===== config.mk =====
export PLATFORM = sky130hd
export DESIGN_NAME = pc_sequencer
export DESIGN_NICKNAME = d
export VERILOG_FILES = /design/src/rtl/pc_pkg.sv /design/src/rtl/pc_return_stack.sv /design/src/rtl/pc_sequencer.sv
export SDC_FILE = /design/constraint.sdc
export NUM_CORES = 1
export LEC_CHECK = 0
export CAP_MARGIN = 20
export CORE_UTILIZATION = 45
export DETAILED_ROUTE_END_ITERATION = 7
export GPL_ROUTABILITY_DRIVEN = 0
export PLACE_DENSITY = 0.68
export SETUP_SLACK_MARGIN = 0.2
export SLEW_MARGIN = 15
export SYNTH_ARGS = -nofsm -noshare
export SYNTH_HDL_FRONTEND = slang
export SYNTH_SLANG_ARGS = --single-unit

===== constraint.sdc =====
create_clock -name clk -period 8.6 [get_ports clk]
set_clock_uncertainty 0.05 [all_clocks]
set_input_delay 0.86 -clock clk [delete_from_list [all_inputs] [get_ports clk]]
set_output_delay 0.86 -clock clk [all_outputs]
set_load 0.02 [all_outputs]

===== src/rtl/pc_pkg.sv =====
// Shared types and helpers for the fetch-stage program counter.
package pc_pkg;

    typedef enum logic [1:0] {
        MODE_ABS  = 2'd0,
        MODE_REL  = 2'd1,
        MODE_RET  = 2'd2,
        MODE_RSVD = 2'd3
    } redir_mode_e;

    typedef enum logic [1:0] {
        ST_BOOT   = 2'd0,
        ST_RUN    = 2'd1,
        ST_HALTED = 2'd2
    } pc_state_e;

    // Low-bit mask of an address that must be zero for a STEP-aligned target.
    function automatic logic [63:0] alignMask(input int unsigned step);
        return 64'(step) - 64'd1;
    endfunction

endpackage


===== src/rtl/pc_return_stack.sv =====
// Circular return-address stack; a push when full silently overwrites the oldest entry.
module pc_return_stack #(
    parameter int XLEN  = 32,
    parameter int DEPTH = 4
) (
    input  logic            clk,
    input  logic            reset,
    input  logic            push,
    input  logic            pop,
    input  logic [XLEN-1:0] pushData,
    output logic [XLEN-1:0] top,
    output logic            empty
);

    localparam int PTR_W = $clog2(DEPTH);
    localparam int CNT_W = PTR_W + 1;
    localparam logic [CNT_W-1:0] FULL_CNT = CNT_W'(DEPTH);

    logic [XLEN-1:0]  mem [DEPTH];
    logic [PTR_W-1:0] topIdx;
    logic [CNT_W-1:0] count;
    logic             doPop;
    logic             overwriteTop;

    assign empty = (count == '0);
    assign top   = mem[topIdx];
    assign doPop = pop && !empty;
    // Push and pop together: the popped top is consumed and the pushed value takes its slot.
    assign overwriteTop = push && doPop;

    always_ff @(posedge clk) begin
        if (reset) begin
            topIdx <= '0;
            count  <= '0;
        end else if (overwriteTop) begin
            topIdx <= topIdx;
            count  <= count;
        end else if (push) begin
            topIdx <= topIdx + 1'b1;
            if (count != FULL_CNT) begin
                count <= count + 1'b1;
            end
        end else if (doPop) begin
            topIdx <= topIdx - 1'b1;
            count  <= count - 1'b1;
        end
    end

    always_ff @(posedge clk) begin
        if (!reset) begin
            if (overwriteTop) begin
                mem[topIdx] <= pushData;
            end else if (push) begin
                mem[topIdx + 1'b1] <= pushData;
            end
        end
    end

endmodule


===== src/rtl/pc_sequencer.sv =====
// Fetch-stage program counter: sequential fetch over valid/ready, prioritised redirects, halt/resume, RAS.
import pc_pkg::*;

module pc_sequencer #(
    parameter int              XLEN         = 32,
    parameter int              STEP         = 4,
    parameter logic [XLEN-1:0] RESET_VECTOR = 32'h0000_0000,
    parameter logic [XLEN-1:0] TRAP_VECTOR  = 32'h0000_0010,
    parameter int              RAS_DEPTH    = 4
) (
    input  logic            clk,
    input  logic            reset,
    output logic            fetch_valid,
    input  logic            fetch_ready,
    output logic [XLEN-1:0] fetch_addr,
    input  logic            redir_valid,
    input  logic [1:0]      redir_mode,
    input  logic [XLEN-1:0] redir_target,
    input  logic [XLEN-1:0] redir_base,
    input  logic [XLEN-1:0] redir_offset,
    input  logic            call_push,
    input  logic            trap_req,
    input  logic            trap_ret,
    input  logic            halt_req,
    input  logic            resume,
    output logic [XLEN-1:0] epc,
    output logic            flush,
    output logic            misalign,
    output logic            ras_underflow,
    output logic            halted,
    output pc_state_e       stateDbg
);

    // Handshake: a fetch of fetch_addr is transferred on a clock edge where
    // fetch_valid && fetch_ready; fetch_valid does not depend on fetch_ready.

    localparam logic [XLEN-1:0] LOW_MASK = XLEN'(alignMask(STEP));
    localparam logic [XLEN-1:0] STEP_W   = XLEN'(STEP);

    pc_state_e       state, stateNext;
    logic [XLEN-1:0] pc, pcNext;
    logic [XLEN-1:0] epcNext;
    logic            flushNext, misalignNext, underflowNext;
    logic            rasPush, rasPop, rasEmpty;
    logic [XLEN-1:0] rasTop;
    logic [XLEN-1:0] redirDest;
    redir_mode_e     mode;
    logic            redirApplies;

    assign mode         = redir_mode_e'(redir_mode);
    assign redirApplies = redir_valid && (mode != MODE_RSVD);
    assign fetch_valid  = (state == ST_RUN);
    assign fetch_addr   = pc;
    assign halted       = (state == ST_HALTED);
    assign stateDbg     = state;

    pc_return_stack #(
        .XLEN  (XLEN),
        .DEPTH (RAS_DEPTH)
    ) u_ras (
        .clk      (clk),
        .reset    (reset),
        .push     (rasPush),
        .pop      (rasPop),
        .pushData (redir_base + STEP_W),
        .top      (rasTop),
        .empty    (rasEmpty)
    );

    always_comb begin
        redirDest = redir_target;
        case (mode)
            MODE_ABS: redirDest = redir_target;
            MODE_REL: redirDest = redir_base + redir_offset;
            MODE_RET: redirDest = rasEmpty ? redir_target : rasTop;
            default:  redirDest = redir_target;
        endcase
    end

    always_comb begin
        stateNext     = state;
        pcNext        = pc;
        epcNext       = epc;
        flushNext     = 1'b0;
        misalignNext  = 1'b0;
        underflowNext = 1'b0;
        rasPush       = 1'b0;
        rasPop        = 1'b0;

        case (state)
            ST_BOOT:   stateNext = ST_RUN;
            ST_RUN:    if (halt_req) stateNext = ST_HALTED;
            ST_HALTED: if (resume && !halt_req) stateNext = ST_RUN;
            default:   stateNext = ST_BOOT;
        endcase

        // BOOT ignores every request; elsewhere only the highest-priority request acts.
        if (state != ST_BOOT) begin
            if (trap_req) begin
                stateNext = ST_RUN;
                epcNext   = pc;
                pcNext    = TRAP_VECTOR;
                flushNext = 1'b1;
            end else if (trap_ret) begin
                flushNext = 1'b1;
                if ((epc & LOW_MASK) != '0) begin
                    pcNext       = TRAP_VECTOR;
                    misalignNext = 1'b1;
                end else begin
                    pcNext = epc;
                end
            end else if (redirApplies) begin
                flushNext = 1'b1;
                rasPush   = call_push;
                if (mode == MODE_RET) begin
                    rasPop        = !rasEmpty;
                    underflowNext = rasEmpty;
                end
                if ((redirDest & LOW_MASK) != '0) begin
                    pcNext       = TRAP_VECTOR;
                    epcNext      = redirDest;
                    misalignNext = 1'b1;
                end else begin
                    pcNext = redirDest;
                end
            end else if (fetch_valid && fetch_ready) begin
                pcNext = pc + STEP_W;
            end
        end
    end

    always_ff @(posedge clk) begin
        if (reset) begin
            state         <= ST_BOOT;
            pc            <= RESET_VECTOR;
            epc           <= '0;
            flush         <= 1'b0;
            misalign      <= 1'b0;
            ras_underflow <= 1'b0;
        end else begin
            state         <= stateNext;
            pc            <= pcNext;
            epc           <= epcNext;
            flush         <= flushNext;
            misalign      <= misalignNext;
            ras_underflow <= underflowNext;
        end
    end

endmodule


==> impl_metrics.csv <==
group,metric,value,unit
cts,htreeDepth,1,
timing,setup_tns,0,ns
grt,grt_max_degree,51,
cts,cts_hold_buf,0,
cts,cts_tree,"done",
floorplanning,coreArea,0.0255,mm2
min_path,min_path_type,"register to register",
yosys,synth_compound_area_frac,0.185,
yosys,synth_fa_ha_area_frac,0.0447,
min_path,worstHoldEndpoint,"epc[23]",
cts,clock_path_buffers,3,
pwr,power,2.39,mW
timing,rsz0062_at_grt,"no",
cts,clock_latency,0.51,ns
min_path,min_from,"epc[23]",
grt,grt_pass1_wl,56.9,mm
timing,worstMarginPinSlew,1.10,ns
yosys,synthesis.area,0.0118,mm2
min_path,holdPathStages,2,
job,cap_viol_max_count,0,
floorplanning,die_x,164,um
pwr,p_int,1.73,mW
critical_path,cp.required,8.71,ns
grt,grt_overflow_total,0,
placement,dp_hpwl,27.0,mm
finish,area_growth,23.1,%
route,via_per_inst,6.20,
finish,n_antenna_cell,0,
cts,root_buffer,"clkbuf_16",
floorplanning,dieArea,0.0269,mm2
cts,numCtsBuffers,23,
critical_path,crit_type,"input port to register",
grt,grt_pass1_vias,9729,
timing,slew_violations,0,
critical_path,crit_arrival,4.75,ns
floorplanning,die-height,164,um
route,first_pass_iters,7,
critical_path,r2r_end,"epc[25]",
yosys,synth.distinct_cells,70,
timing,finalHoldViolCount,0,
timing,setup_ws,3.96,ns
floorplanning,initial_core_util,0.463,
yosys,ys.warnings.count,0,
yosys,async_flop_share,0,
cts,cts_setup_buffers,0,
critical_path,cp_max_fo,28,
route,drc,0,
finish,final_cell_mix,"clkdlybuf4s50_1, nand2_1, edfxtp_1",
placement,placed_cell_area,0.0139,mm2
pwr,p_switching,0.660,mW
critical_path,crit_path_end_kind,"register",
timing,setup_violations,0,
yosys,ys_seq_area_frac,0.455,
critical_path,reg2reg_depth,8,
pwr,clockPowerShare,0.372,
finish,num-fill-cells,2191,
grt,grt_usage,0.278,
critical_path,worstReg2RegStart,"u_ras.count[0]",
grt,antenna_found_initial,0,
pwr,p_seq_frac,0.448,
route,ant_nets,0,
finish,fin_util,0.570,
pwr,p_per_area,164,mW/mm2
timing,max_clock_freq,216,MHz
pwr,combPwrFrac,0.180,
yosys,synth_top_family_by_area,"compound AO/OA/AOI/OAI gates",
yosys,syn-num-nets,1320,
yosys,synth_flop_cell,"edfxtp_1",
cts,cts.sinks,204,
timing,period_needed,4.64,ns
route,drt_iter0_markers,948,
cts,cts.clk_slew.worst_paths,0.06,ns
yosys,synth-simple-area-share,0.162,
route,wirelength,37.3,mm
yosys,synth_edf_count,128,
yosys,avgSynthCellArea,10.1,um2
pwr,p_leak,4.89,nW
finish,design_area,0.0145,mm2
yosys,ys_ff_latch,204,
pwr,swShare,0.276,
route,vias,10400,
route,avgRoutedWirePerCell,22.3,um
cts,cts_resized,0,
timing,maxSlewHeadroom,0.261,
finish,drive_above_1_share,0.0707,
finish,final_common_cell,"clkdlybuf4s50_1",
critical_path,rrSetupSlack,4.48,ns
floorplanning,rows,58,
timing,fin_crit_sh,0.539,
pwr,vdd.ir_drop.worst,99.6,uV
finish,fin_nets,1475,
floorplanning,io_pins,178,
yosys,syn_inst,1172,
yosys,synth_xor_area_frac,0.0557,
run_status,run_status,"finished clean",
critical_path,critPathLaunchType,"input port",
placement,io_buffers,177,
yosys,synth.area.mux_share,0.0653,
placement,place_ws,3.45,ns
-- layout make-up --
class | count | area, um2 | share of cell area
clock inverters | 13 | 53.8 | 0.00370
flip-flops and latches | 204 | 5370 | 0.369
well taps | 330 | 413 | 0.0284
clock buffers | 28 | 614 | 0.0423
inverters | 31 | 116 | 0.00801
repair buffers | 193 | 1890 | 0.130
multi-input cells | 874 | 6080 | 0.418
-- critical path, cell delays in order --
cell and delay [ns]:
clkdlybuf4s50_1 0.47, ha_1 0.22, nand2b_1 0.50, nor2_1 0.45, nand3_1 0.46, inv_1 0.25, ha_1 0.28, xnor2_1 0.14
nor4_2 0.58, buf_4 0.51
-- power by group through the flow --
stage	clock, mW	combinational (mW)	sequential, mW
2_1_floorplan	0	0.238	1.10
3_3_place_gp	0	0.415	1.09
3_5_place_dp	0	0.419	1.09
4_1_cts	0.899	0.421	1.07
5_1_grt	0.930	0.461	1.07
6_report	0.888	0.431	1.07
-- registers in the layout, summed over array words and instances (netlist names), named ones only --
signal,flops
misalign,1
ras_underflow,1
u_ras.mem,128
epc,32
u_ras.topIdx,2
u_ras.count,3
flush,1
stateDbg,2
fetch_addr,32
-- per-layer routing --
layer | routed length, um | up-vias | GRT usage
li1 | - | 4774 | -
met1 | 15600 | 4977 | 0.389
met2 | 16900 | 557 | 0.443
met3 | 3540 | 68 | 0.0439
met4 | 1190 | 0 | 0.0880
met5 | 0 | - | 0
-- synth_stat cells (7+ instances only) --
cell        n  area share
o211ai_1   12      0.0076
a22oi_1    19       0.012
nand2_1   134       0.043
buf_2       8      0.0034
mux4_2     32       0.061
ha_1       39       0.041
o21ai_0    48       0.020
inv_1      31      0.0099
clkbuf_1   48       0.015
nand2b_1   12      0.0064
dfxtp_1    76        0.13
o21ai_1    28       0.012
nand4_1    23       0.012
and3_1     18      0.0095
a21oi_1    65       0.028
a21o_1     13      0.0083
o31ai_1     7      0.0045
nor2b_1     9      0.0048
or3_1      13      0.0069
nand3_1    48       0.020
xor2_1     23       0.017
nor3_1     31       0.013
a211oi_1   15      0.0095
xnor2_1    52       0.039
a22o_1     26       0.019
a222oi_1   13       0.011
nor2_1     81       0.026
a31oi_1    16      0.0085
a221oi_1   11      0.0082
edfxtp_1  128        0.33
-- cell families (layout without fill, tap and decap cells) --
group / count (synthesis) / in the layout
xor gates and xnor gates: 75 / 75
adders and majority gates: 41 / 41
and+or+nand+nor: 400 / 400
DFF: 204 / 204
AOI/OAI and AO/OA: 321 / 321
muxes: 37 / 37
buffers and inverters: 94 / 265
-- through the flow --
stage,hold slack (ns),instances
after detailed placement,0.418,1632
after global placement,0.407,1632
after floorplan,0.488,1172
after CTS,0.428,1673
final,0.425,1673
after global routing,0.447,1673
-- worst max path at each step --
stage	cells past startpoint	start	slack [ns]	to
final	10	redir_mode[1]	3.96	u_ras.mem[1][0]
after global routing	10	redir_mode[0]	3.61	u_ras.mem[1][8]
after CTS	10	redir_mode[0]	3.97	u_ras.mem[1][15]
after detailed placement	10	redir_mode[0]	3.45	u_ras.mem[1][7]
after global placement	10	redir_mode[1]	3.59	u_ras.mem[1][7]
after floorplan	9	redir_mode[0]	2.31	u_ras.mem[3][0]
Power figures use the tool's default switching activity.
